<file path="config.mk">
export PLATFORM = sky130hd
export DESIGN_NAME = if_id_queue
export DESIGN_NICKNAME = d
export VERILOG_FILES = /design/src/rtl/if_id_queue_pkg.sv /design/src/rtl/if_id_queue_mem.sv /design/src/rtl/if_id_queue.sv
export SDC_FILE = /design/constraint.sdc
export NUM_CORES = 1
export LEC_CHECK = 0
export CAP_MARGIN = 30
export CELL_PAD_IN_SITES_DETAIL_PLACEMENT = 0
export CELL_PAD_IN_SITES_GLOBAL_PLACEMENT = 2
export CORE_UTILIZATION = 25
export CTS_BUF_LIST = sky130_fd_sc_hd__clkbuf_16
export CTS_CLUSTER_DIAMETER = 200
export CTS_CLUSTER_SIZE = 10
export DETAILED_ROUTE_END_ITERATION = 8
export GPL_TIMING_DRIVEN = 0
export PLACE_DENSITY = 0.57
export SYNTH_ARGS = -nofsm -noshare
export SYNTH_HDL_FRONTEND = slang
export SYNTH_SLANG_ARGS = --single-unit
</file>
<file path="constraint.sdc">
create_clock -name clk -period 3.05 [get_ports clk]
set_input_delay 0.4575 -clock clk [delete_from_list [all_inputs] [get_ports clk]]
set_output_delay 0.4575 -clock clk [all_outputs]
set_load 0.01 [all_outputs]
</file>
<file path="src/rtl/if_id_queue_pkg.sv">
// if_id_queue_pkg: shared word constants for the fetch/decode queue.
// Provides the word width, the zero word and the NOP encoding.
`ifndef WORD_WIDTH
`define WORD_WIDTH 32
`endif
`ifndef ZERO_WORD
`define ZERO_WORD 32'h0000_0000
`endif
`ifndef NOP_INST
`define NOP_INST 32'h0000_0000
`endif

package if_id_queue_pkg;

  localparam int WORD_W = `WORD_WIDTH;

  localparam logic [WORD_W-1:0] ZERO_WORD =
    WORD_W'(`ZERO_WORD);

  // sll $0,$0,0 encodes as all zeros
  localparam logic [WORD_W-1:0] NOP_INST =
    WORD_W'(`NOP_INST);

endpackage

</file>
<file path="src/rtl/if_id_queue_mem.sv">
// if_id_queue_mem: DEPTH x (2W) entry store, sync write, comb read.
// Ports: clk, we, waddr, wdata, raddr, rdata.
module if_id_queue_mem #(
  parameter int W     = 32,
  parameter int DEPTH = 4,
  parameter int PTR_W = 2
) (
  input  logic             clk,
  input  logic             we,
  input  logic [PTR_W-1:0] waddr,
  input  logic [2*W-1:0]   wdata,
  input  logic [PTR_W-1:0] raddr,
  output logic [2*W-1:0]   rdata
);

  logic [2*W-1:0] r_mem [DEPTH];

  always_ff @(posedge clk) begin
    if (we) begin
      r_mem[waddr] <= wdata;
    end
  end

  assign rdata = r_mem[raddr];

endmodule

</file>
<file path="src/rtl/if_id_queue.sv">
// if_id_queue: FWFT {pc, inst} queue between fetch and decode.
// Ports: clk, rst (sync, high), flush, in_* push side,
//        out_* pop side, count = occupancy 0..DEPTH.
module if_id_queue
  import if_id_queue_pkg::*;
#(
  parameter int W     = WORD_W,
  parameter int DEPTH = 4,
  parameter int PTR_W = 2
) (
  input  logic           clk,
  input  logic           rst,
  input  logic           flush,
  input  logic           in_valid,
  output logic           in_ready,
  input  logic [W-1:0]   in_pc,
  input  logic [W-1:0]   in_inst,
  output logic           out_valid,
  input  logic           out_ready,
  output logic [W-1:0]   out_pc,
  output logic [W-1:0]   out_pc_plus4,
  output logic [W-1:0]   out_inst,
  output logic [PTR_W:0] count
);

  localparam logic [PTR_W:0] FULL =
    (PTR_W+1)'(DEPTH);

  logic [PTR_W-1:0] r_rd_ptr;
  logic [PTR_W-1:0] r_wr_ptr;
  logic [PTR_W:0]   r_count;

  logic             w_push;
  logic             w_pop;
  logic [2*W-1:0]   w_rdata;
  logic [W-1:0]     w_head_pc;
  logic [W-1:0]     w_head_inst;

  // ready looks only at registered occupancy,
  // so a full queue refuses a push even on a pop
  assign in_ready  = (r_count != FULL);
  assign out_valid = (r_count != '0);

  assign w_push = in_valid && in_ready && !flush;
  assign w_pop  = out_valid && out_ready && !flush;

  if_id_queue_mem #(
    .W     (W),
    .DEPTH (DEPTH),
    .PTR_W (PTR_W)
  ) u_mem (
    .clk   (clk),
    .we    (w_push),
    .waddr (r_wr_ptr),
    .wdata ({in_pc, in_inst}),
    .raddr (r_rd_ptr),
    .rdata (w_rdata)
  );

  always_ff @(posedge clk) begin
    if (rst || flush) begin
      r_rd_ptr <= '0;
      r_wr_ptr <= '0;
      r_count  <= '0;
    end else begin
      if (w_push) r_wr_ptr <= r_wr_ptr + 1'b1;
      if (w_pop)  r_rd_ptr <= r_rd_ptr + 1'b1;
      unique case (1'b1)
        (w_push && !w_pop): r_count <= r_count + 1'b1;
        (w_pop && !w_push): r_count <= r_count - 1'b1;
        default:            r_count <= r_count;
      endcase
    end
  end

  assign w_head_pc   = w_rdata[2*W-1:W];
  assign w_head_inst = w_rdata[W-1:0];

  // empty queue shows a bubble, not stale storage
  assign out_pc = out_valid ? w_head_pc : ZERO_WORD;
  assign out_pc_plus4 =
    out_valid ? w_head_pc + W'(4) : ZERO_WORD;
  assign out_inst =
    out_valid ? w_head_inst : NOP_INST;

  assign count = r_count;

endmodule

</file>
==> reports/metrics.yaml, run 1 <==
status: "complete, but fails checks"
violations: "setup timing"
hold_depth: 2
routed_wl_mm: 30.0
io_pins: 170
final_cell_area_um2: 15200
fp.dieW_um: 211
hp-class: "reg -> reg"
rsz0062_at_grt: "true"
synth-edff-count: 256
routed_via_density: 4.26
route.detailed.wl_per_inst_um: 20.7
synth_seq_area_share_pct: 72.0
fillers: 4171
clk_pin_slew_ns: 0.07
rows: 76
maxSlewViolCount: 0
vias: 6190
die-area_um2: 44600
netlist_top_cells_count: "edfxtp_1 (256), and2_1 (68), mux4_2 (54), nor2_1 (36), nand3_1 (14)"
synthDistinctLibCells: 38
setup_viol: 27
fin_crit_sh_pct: 112
cp.required_ns: 2.59
mappedNetlistArea_um2: 10900
p_sw_share_pct: 21.3
critPathCapture: "out_pc_plus4[29]"
synth_nets: 656
synthesis.instances: 580
die_h_um: 211
cts_root_buf: "clkbuf_16"
hpwl_mm: 18.9
ys_ff_latch: 265
clk_path_buf_depth: 3
port_buffers: 169
core_area_um2: 43100
ys.warnings.count: 0
worst_setup_path_start_kind: "flip-flop"
total_power_uw: 7790
grt_max_degree: 48
yosysTopAreaCellShare_pct: 70.3
hold_violations: 0
leakagePower_uw: 0.00536
fin_hold_ws_ns: 0.520
reg2reg_to: "count[2]$_SDFFE_PP0P_"
finClkSkew_ns: 0.0259
r2r-start: "count[2]$_SDFFE_PP0P_"
p_per_area_nw_per_um2: 511
place_area_um2: 13500
ant_nets: 0
internal_power_uw: 6130
initial_core_util_pct: 25.4
synth_area_leaders: "edfxtp_1 (70%), mux4_2 (11%), and2_1 (3.9%), mux4_1 (2.4%), dfxtp_1 (1.6%)"
max_cap_viol_count: 0
drt_iter0_markers: 244
setup_ws_ns: -0.353
synthToLayoutAreaGrowth_pct: 39.4
clkSinkCount: 265
yosysTopAreaCell: "edfxtp_1"
min_period_ns: 3.40
fmax_ghz: 0.294
synth_ff_type: "edfxtp_1"
synth_area_per_cell_um2: 18.9
grt_pass1_wl_mm: 44.6
drive_above_1_share_pct: 36.1
gp_congestion: 0.697
pwr-share-seq_pct: 52.3
cp.arrival_ns: 2.95
drc_errors: 0
synthArstFlopShare_pct: 0
crit_fanout: 6
hp-start: "r_wr_ptr[1]$_SDFFE_PP0P_"
r2r_slack_ns: 0.59
clk_latency_ns: 0.56
worstMarginPinSlew_ns: 0.539
grt_pass1_vias: 6862
power.clock.fraction_pct: 40.9
antenna_found_initial: 3
slew_headroom_pct: 64.1
end_kind: "output port"
grt_overflow_total: 0
drtPass1Iterations: 6
power_frac_comb_pct: 6.8
p_sw_uw: 1660
worstRegToRegCells: 9
grt_util_all_layers_pct: 13.6
holdBufCountCts: 0
worstSetupPathType: "reg -> out"
cts_buffers: 30
irDropWorstVdd_uv: 468
nNetsFinal: 920
htree_levels: 1
tritoncts: "built"
yosysMostFrequentCell: "edfxtp_1"
==> power groups by stage <==
stage	Sequential [uW]	Combinational, uW	Clock, uW
floorplan	4150	182	0
global placement	4150	472	0
detailed placement	4150	484	0
CTS	4070	525	3310
global route	4070	574	3460
finish	4070	531	3190
==> registers in the layout, indices dropped and copies added, names as in the netlist, named ones only <==
signal       cells
count            3
r_rd_ptr         2
u_mem.r_mem    256
r_wr_ptr         2
==> critical path: stages (launching register included) <==
cell	delay, ns
dfxtp_4	0.36
buf_12	0.14
buf_12	0.13
buf_4	0.13
mux4_2	0.37
and4_4	0.26
nand3_4	0.11
buf_6	0.14
nor4_4	0.28
mux2_4	0.33
buf_6	0.12
==> cell type report <==
type	count	area [um2]	share of cell area, %
antenna	1	2.50	0.0164
multi-input combinational	278	3210	21.0
clock inverter	25	97.6	0.640
sequential	265	7870	51.6
timing repair buffer	233	2160	14.2
tap	585	732	4.80
clock buffer	31	776	5.09
buffer	27	359	2.36
inverter	9	37.5	0.246
==> metal layers <==
metal | global-route usage (%) | up-vias | part of all wire [%]
met5 | 0 | - | 0.10
met4 | 2.82 | 4 | 1.3
met3 | 3.48 | 28 | 6.0
met2 | 22.9 | 155 | 49
met1 | 17.5 | 3176 | 44
li1 | - | 2827 | -
==> stage by stage <==
stage          utilization, %  instances  setup WS, ns  setup TNS (ns)
3_5_place_dp             31.3       1339         -1.02          -49.07
2_1_floorplan               -        580         0.120               0
4_1_cts                  34.9       1434        -0.491           -6.80
5_1_grt                  35.4       1453        -0.456           -8.95
6_report                 35.4       1454        -0.353           -4.74
3_3_place_gp             31.0       1334         -2.00         -575.45
==> cells in the final DEF, fill, tap and decap left out, types with 7 or more instances in the layout <==
cell type,synthesis,layout
dfxtp_1,9,7
buf_6,3,28
nor2_1,36,34
mux4_2,54,63
xnor2_1,10,10
inv_1,9,32
mux2_4,0,10
dlygate4sd2_1,0,29
clkdlybuf4s50_1,0,81
nand2_1,12,10
buf_2,8,39
edfxtp_1,256,256
buf_16,0,7
clkbuf_16,0,32
and2_4,0,15
buf_4,3,46
buf_12,1,9
nand3_1,14,8
and2_1,68,53
==> worst min-delay path by stage <==
stage                                    to  slack [ns]
3_3_place_gp       r_wr_ptr[1]$_SDFFE_PP0P_        0.51
2_1_floorplan      r_wr_ptr[1]$_SDFFE_PP0P_        0.47
6_report           r_wr_ptr[1]$_SDFFE_PP0P_        0.52
4_1_cts        u_mem.r_mem[0][59]$_DFFE_PP_        0.50
3_5_place_dp       r_wr_ptr[1]$_SDFFE_PP0P_        0.50
5_1_grt        u_mem.r_mem[0][57]$_DFFE_PP_        0.51
==> repair_timing <==
item | 4_1_cts | 5_1_grt
endpoints found under the setup margin | 97 | 75
setup buffers | 35 | 22
gates resized for setup | 396 | 44
cloned | 4 | 0
endpoints found under the hold margin | 0 | 0
pin swaps | 26 | 22
==> logic make-up after synthesis <==
kind of cell | after synthesis | share of synthesized area (%)
mux | 77 | 14.9
fa+ha+maj | 7 | 0.870
simple gates | 166 | 8.70
buf+inv | 37 | 1.82
compound gates | 13 | 0.595
flops | 265 | 72.0
xor+xnor | 15 | 1.20
Power figures use the tool's default switching activity.
==> inputs of run 2 (changes only) <==
Clock period 3.05 ns to 3.8 ns, I/O delays scaled along.
==> run 2 against run 1 <==
Effect of this change:
- the flow now finishes without violations
- first-iteration DRC count up 1.6%
- worst setup slack better by 0.44 ns
- utilization down 1.1 points
- non-clock buffer count down 37
- clock skew down 0.0031 ns
- sequential share of layout area up 1.6 points
- sequential cell count unchanged
- routed wire length down 2.4%
- register-to-register slack better by 0.89 ns
- critical endpoint unchanged
- cell area down 3.0%
- critical path depth down 1
- power down 20%
==> reports/metrics.yaml, run 2 (same netlist as run 1, synthesis figures left out) <==
status: "finished clean"
worstMarginPinSlew_ns: 0.515
routed_wl_mm: 29.3
fin_crit_sh_pct: 97.6
hp-start: "r_wr_ptr[1]$_SDFFE_PP0P_"
finClkSkew_ns: 0.0227
cp_slowest_cell: "mux4_2"
core_area_um2: 43100
die_h_um: 211
grt_max_degree: 48
htree_levels: 1
cp.arrival_ns: 3.14
drc_errors: 0
clk_path_buf_depth: 3
reg2reg_to: "count[2]$_SDFFE_PP0P_"
r2r-start: "count[0]$_SDFFE_PP0P_"
fp.dieW_um: 211
worstPathCellList: "buf_8 -> buf_12 -> buf_4 -> mux4_2 -> and4_4 -> nand3_4 -> nor4_4 -> mux2_1 -> dlygate4sd2_1"
ant_nets: 0
place_ws_ns: -0.383
setup_ws_ns: 0.0902
rows: 76
p_per_area_nw_per_um2: 421
r2r_slack_ns: 1.48
slowest_delay_ns: 0.42
drive_above_1_share_pct: 22.0
max_cap_viol_count: 0
min_period_ns: 3.71
clk_pin_slew_ns: 0.07
cts_root_buf: "clkbuf_16"
route.detailed.wl_per_inst_um: 20.7
grt_pass1_vias: 6723
drt_iter0_markers: 248
cts_buffers: 30
antenna_found_initial: 3
fmax_ghz: 0.270
initial_core_util_pct: 25.4
grtUsageMet1_pct: 17.5
grt_util_all_layers_pct: 13.3
clk_latency_ns: 0.56
tns_ns: 0
hold_depth: 2
io_pins: 170
hold_violations: 0
leakagePower_uw: 0.00488
routed_via_density: 4.30
critPathTopFamily: "multiplexers"
maxSlewViolCount: 0
critPathBufInv: 4
rsz0062_at_grt: "true"
vias: 6090
drtPass1Iterations: 6
hold_path_end: "r_wr_ptr[1]$_SDFFE_PP0P_"
synthToLayoutAreaGrowth_pct: 35.2
setup_viol: 0
hpwl_mm: 18.9
grt_use_met3_pct: 3.46
met2_usage_pct: 22.0
die-area_um2: 44600
fillers: 4188
top_usage_layer: "met2"
grt_pass1_wl_mm: 43.7
tritoncts: "built"
final_common_cell: "edfxtp_1"
crit_fanout: 8
end_kind: "output port"
worstSetupPathType: "reg -> out"
layout_common_cells: "edfxtp_1 (256), clkdlybuf4s50_1 (153), and2_1 (64), mux4_2 (61), nor2_1 (35)"
irDropWorstVdd_uv: 376
largest_reg_flops: 256
top_register: "u_mem.r_mem"
grt_overflow_total: 0
cp.required_ns: 3.23
port_buffers: 169
slew_headroom_pct: 65.7
worstRegToRegCells: 8
holdBufCountCts: 0
nNetsFinal: 883
gp_congestion: 0.697
clkSinkCount: 265
hp-class: "reg -> reg"
worst_setup_path_start_kind: "flip-flop"
==> run 2: cell types whose count changed in the layout (fill, tap and decap cells not counted), moves of 8 or more <==
cell,before,now
clkdlybuf4s50_1,81,153
buf_2,39,3
mux2_4,10,2
and2_1,53,64
buf_6,28,6
buf_4,46,24
dlygate4sd2_1,29,10
and2_4,15,4
==> run 2: worst max-delay path by stage <==
stage	start	end	slack, ns	depth (start not counted)
after floorplan	count[0]$_SDFFE_PP0P_	u_mem.r_mem[0][0]$_DFFE_PP_	0.87	5
after global placement	in_valid	u_mem.r_mem[0][4]$_DFFE_PP_	-1.36	4
after detailed placement	flip-flop	out_inst[27]	-0.38	8
after CTS	flip-flop	out_pc_plus4[25]	-0.01	9
after global routing	flip-flop	out_pc_plus4[25]	-0.005	9
final	flip-flop	out_pc_plus4[29]	0.09	9
==> run 2: routing by layer <==
metal	wire length, um	vias up
li1	-	2754
met1	13100	3149
met2	14000	155
met3	1880	28
met4	369	4
met5	31	-
==> run 2: repair_timing <==
item,CTS,global route
buffers inserted,17,3
setup endpoints to repair,81,13
resized for setup,89,15
cloned,1,0
pin swaps,6,2
==> run 2: worst register-to-register path, cell delays in order, from the launching register on <==
cell     delay (ns)
dfxtp_1        0.41
nor3_2         0.10
nor3b_1        0.43
ha_1           0.27
inv_1          0.06
fa_1           0.37
xor2_1         0.15
or3_1          0.30
a21oi_1        0.14
==> run 2: cell type report <==
| class | instances | area (um2) | area share, % |
|---|---|---|---|
| repair buffers | 195 | 1990 | 13.5 |
| flip-flops and latches | 265 | 7870 | 53.2 |
| clock inverters | 25 | 97.6 | 0.660 |
| well taps | 585 | 732 | 4.95 |
| multi-input cells | 278 | 3030 | 20.5 |
| diodes | 1 | 2.50 | 0.0169 |
| inverters | 9 | 37.5 | 0.254 |
| plain buffers | 28 | 241 | 1.63 |
| clock buffers | 31 | 776 | 5.25 |
==> run 2: report_power, final <==
group / internal (uW) / switching, uW / total, uW / leakage (uW)
Sequential: 3260 / 10.6 / 3270 / 0.00240
Clock: 1450 / 1100 / 2550 / 0.000510
Combinational: 199 / 202 / 401 / 0.00198
Total: 4900 / 1320 / 6220 / 0.00488
==> run 2: through the flow <==
step	hold slack, ns	area [um2]	std cells	util (%)	total power [uW]
global route	0.547	14800	1416	34.3	6480
finish	0.517	14800	1417	34.3	6220
detailed placement	0.504	13500	1339	31.3	3720
global placement	0.512	13400	1334	31.0	3710
CTS	0.517	14700	1413	34.1	6340
floorplan	0.469	10900	580	-	3470
==> inputs of run 3 (changes only) <==
Settings changed: PLACE_DENSITY 0.57 to 0.59, SLEW_MARGIN set to 0.
Clock period 3.8 ns to 3.1 ns, I/O delays scaled along.
==> run 3 against run 2 <==
Effect of this change:
- the run now ends with setup timing left
- register-to-register slack got worse by 0.88 ns
- routed wire length increased by 5.6%
- sequential cell count did not move
- cell count grew 5.3%
- worst hold slack better by 0.0029 ns
- non-clock buffer count up 87
- clock-buffer cell count fell by 1
- die area unchanged
- cell area is 8.3% higher
- clock power is 21% higher
- largest power group unchanged
==> reports/metrics.yaml, run 3 (same netlist as run 1, synthesis figures left out) <==
final_common_cell: "edfxtp_1"
r2r-start: "count[0]$_SDFFE_PP0P_"
max_cap_viol_count: 0
tritoncts: "built"
worstPathCellList: "buf_12 -> buf_12 -> mux4_2 -> buf_4 -> ha_4 -> nand2_8 -> buf_6 -> nor3_4 -> buf_4 -> nand3_2 -> mux2_4 -> buf_6"
hp-class: "in -> reg"
grt_max_degree: 48
drc_errors: 0
worstRegToRegCells: 9
register_area_um2: 7870
cp.arrival_ns: 3.04
multi_input_area_um2: 3300
grt_util_all_layers_pct: 14.0
rsz0062_at_grt: "true"
worstSetupPathType: "reg -> out"
reg2reg_to: "count[2]$_SDFFE_PP0P_"
clk_path_buf_depth: 3
drive_above_1_share_pct: 45.1
vias: 6444
ant_nets: 0
place_ws_ns: -0.959
power_frac_comb_pct: 7.4
routed_via_density: 4.32
route.detailed.wl_per_inst_um: 20.8
fin_crit_sh_pct: 113
die_h_um: 211
irDropWorstVdd_uv: 416
slew_headroom_pct: 60.4
gp_congestion: 0.701
nNetsFinal: 970
leakagePower_uw: 0.00566
hpwl_mm: 18.8
cts_buffers: 30
rows: 76
htree_levels: 1
internal_power_uw: 6010
worstMarginPinSlew_ns: 0.593
critPathBufInv: 6
fin_hold_ws_ns: 0.520
largest_reg_flops: 256
clk_latency_ns: 0.56
antenna_found_initial: 3
drt_iter0_markers: 298
critPathTopFamily: "multiplexers"
r2r_slack_ns: 0.60
p_sw_share_pct: 21.5
worst_setup_path_start_kind: "flip-flop"
cp.required_ns: 2.63
fmax_ghz: 0.285
setup_ws_ns: -0.403
io_pins: 170
grt_pass1_wl_mm: 45.6
core_area_um2: 43100
clk_pin_slew_ns: 0.06
grt_overflow_total: 0
p_per_area_nw_per_um2: 478
violations: "setup timing"
pwr-share-seq_pct: 52.3
top_register: "u_mem.r_mem"
power.clock.fraction_pct: 40.2
grt_pass1_vias: 7020
die-area_um2: 44600
cts_root_buf: "clkbuf_16"
layout_common_cells: "edfxtp_1 (256), buf_6 (97), clkdlybuf4s50_1 (80), mux4_2 (64), buf_4 (50)"
hp-start: "in_inst[15]"
routed_wl_mm: 31.0
maxSlewViolCount: 0
fin_util_pct: 37.2
clkSinkCount: 265
cp_slowest_cell: "mux4_2"
synthToLayoutAreaGrowth_pct: 46.4
hold_path_end: "u_mem.r_mem[0][15]$_DFFE_PP_"
fillers: 4091
hold_violations: 0
slowest_delay_ns: 0.57
fp.dieW_um: 211
end_kind: "output port"
drtPass1Iterations: 4
p_sw_uw: 1650
finClkSkew_ns: 0.00780
initial_core_util_pct: 25.4
status: "complete, but fails checks"
min_period_ns: 3.50
port_buffers: 169
setup_viol: 53
hold_depth: 1
crit_fanout: 6
## run 3: how the worst max path moves through the flow
stage | startpoint | end | slack, ns | cells after the start
after floorplan | count[0]$_SDFFE_PP0P_ | u_mem.r_mem[0][0]$_DFFE_PP_ | 0.17 | 5
after detailed placement | flip-flop | out_inst[24] | -0.96 | 8
after CTS | flip-flop | out_pc_plus4[29] | -0.49 | 9
final | flip-flop | out_pc_plus4[24] | -0.40 | 12
after global placement | in_valid | u_mem.r_mem[0][12]$_DFFE_PP_ | -1.90 | 4
after global routing | flip-flop | out_pc_plus4[24] | -0.49 | 12
## run 3: through the flow
step                      cells  TNS, ns  total power (uW)  instance area (um2)
after floorplan             580        0              4260                10900
after global routing       1489   -15.07              7930                16000
after CTS                  1466    -9.44              7740                15600
after global placement     1334  -542.75              4550                13400
after detailed placement   1340   -42.44              4550                13500
final                      1492    -9.18              7650                16000
## run 3: worst reg2reg max path: cells and delay by family (launching register included)
kind | cells | cell delay, ns
flip-flops | 1 | 0.43
XOR/XNOR | 1 | 0.16
AND/OR/NAND/NOR | 3 | 0.87
buffers and inverters | 2 | 0.19
adder cells (fa/ha/maj) | 2 | 0.65
AO/OA/AOI/OAI | 1 | 0.13
## run 3: routing by layer
| layer | share of wire [%] | track usage, % |
|---|---|---|
| met2 | 49 | 23.4 |
| met4 | 1.8 | 3.02 |
| met1 | 43 | 18.0 |
| met3 | 6.2 | 3.78 |
| met5 | 0.10 | 0 |
## run 3: final cells by class
cell class / instances / area share, %
Clock inverter: 12 / 0.469
Buffer: 25 / 1.82
Antenna cell: 3 / 0.0469
Sequential cell: 265 / 49.2
Inverter: 9 / 0.234
Multi-Input combinational cell: 278 / 20.6
Clock buffer: 30 / 4.69
Timing Repair Buffer: 285 / 18.4
Tap cell: 585 / 4.57
## run 3: timing repair
item / in CTS / in global routing
pin swaps: 32 / 19
cloned: 3 / 1
endpoints found under the setup margin: 91 / 66
resized for setup: 523 / 97
buffers inserted: 81 / 31
hold buffers: 0 / 0
## run 3: power groups by stage
stage | registers, uW | logic (uW) | clock network [uW]
detailed placement | 4080 | 474 | 0
global route | 4010 | 611 | 3310
global placement | 4090 | 460 | 0
CTS | 4010 | 551 | 3180
finish | 4010 | 568 | 3080
floorplan | 4080 | 179 | 0
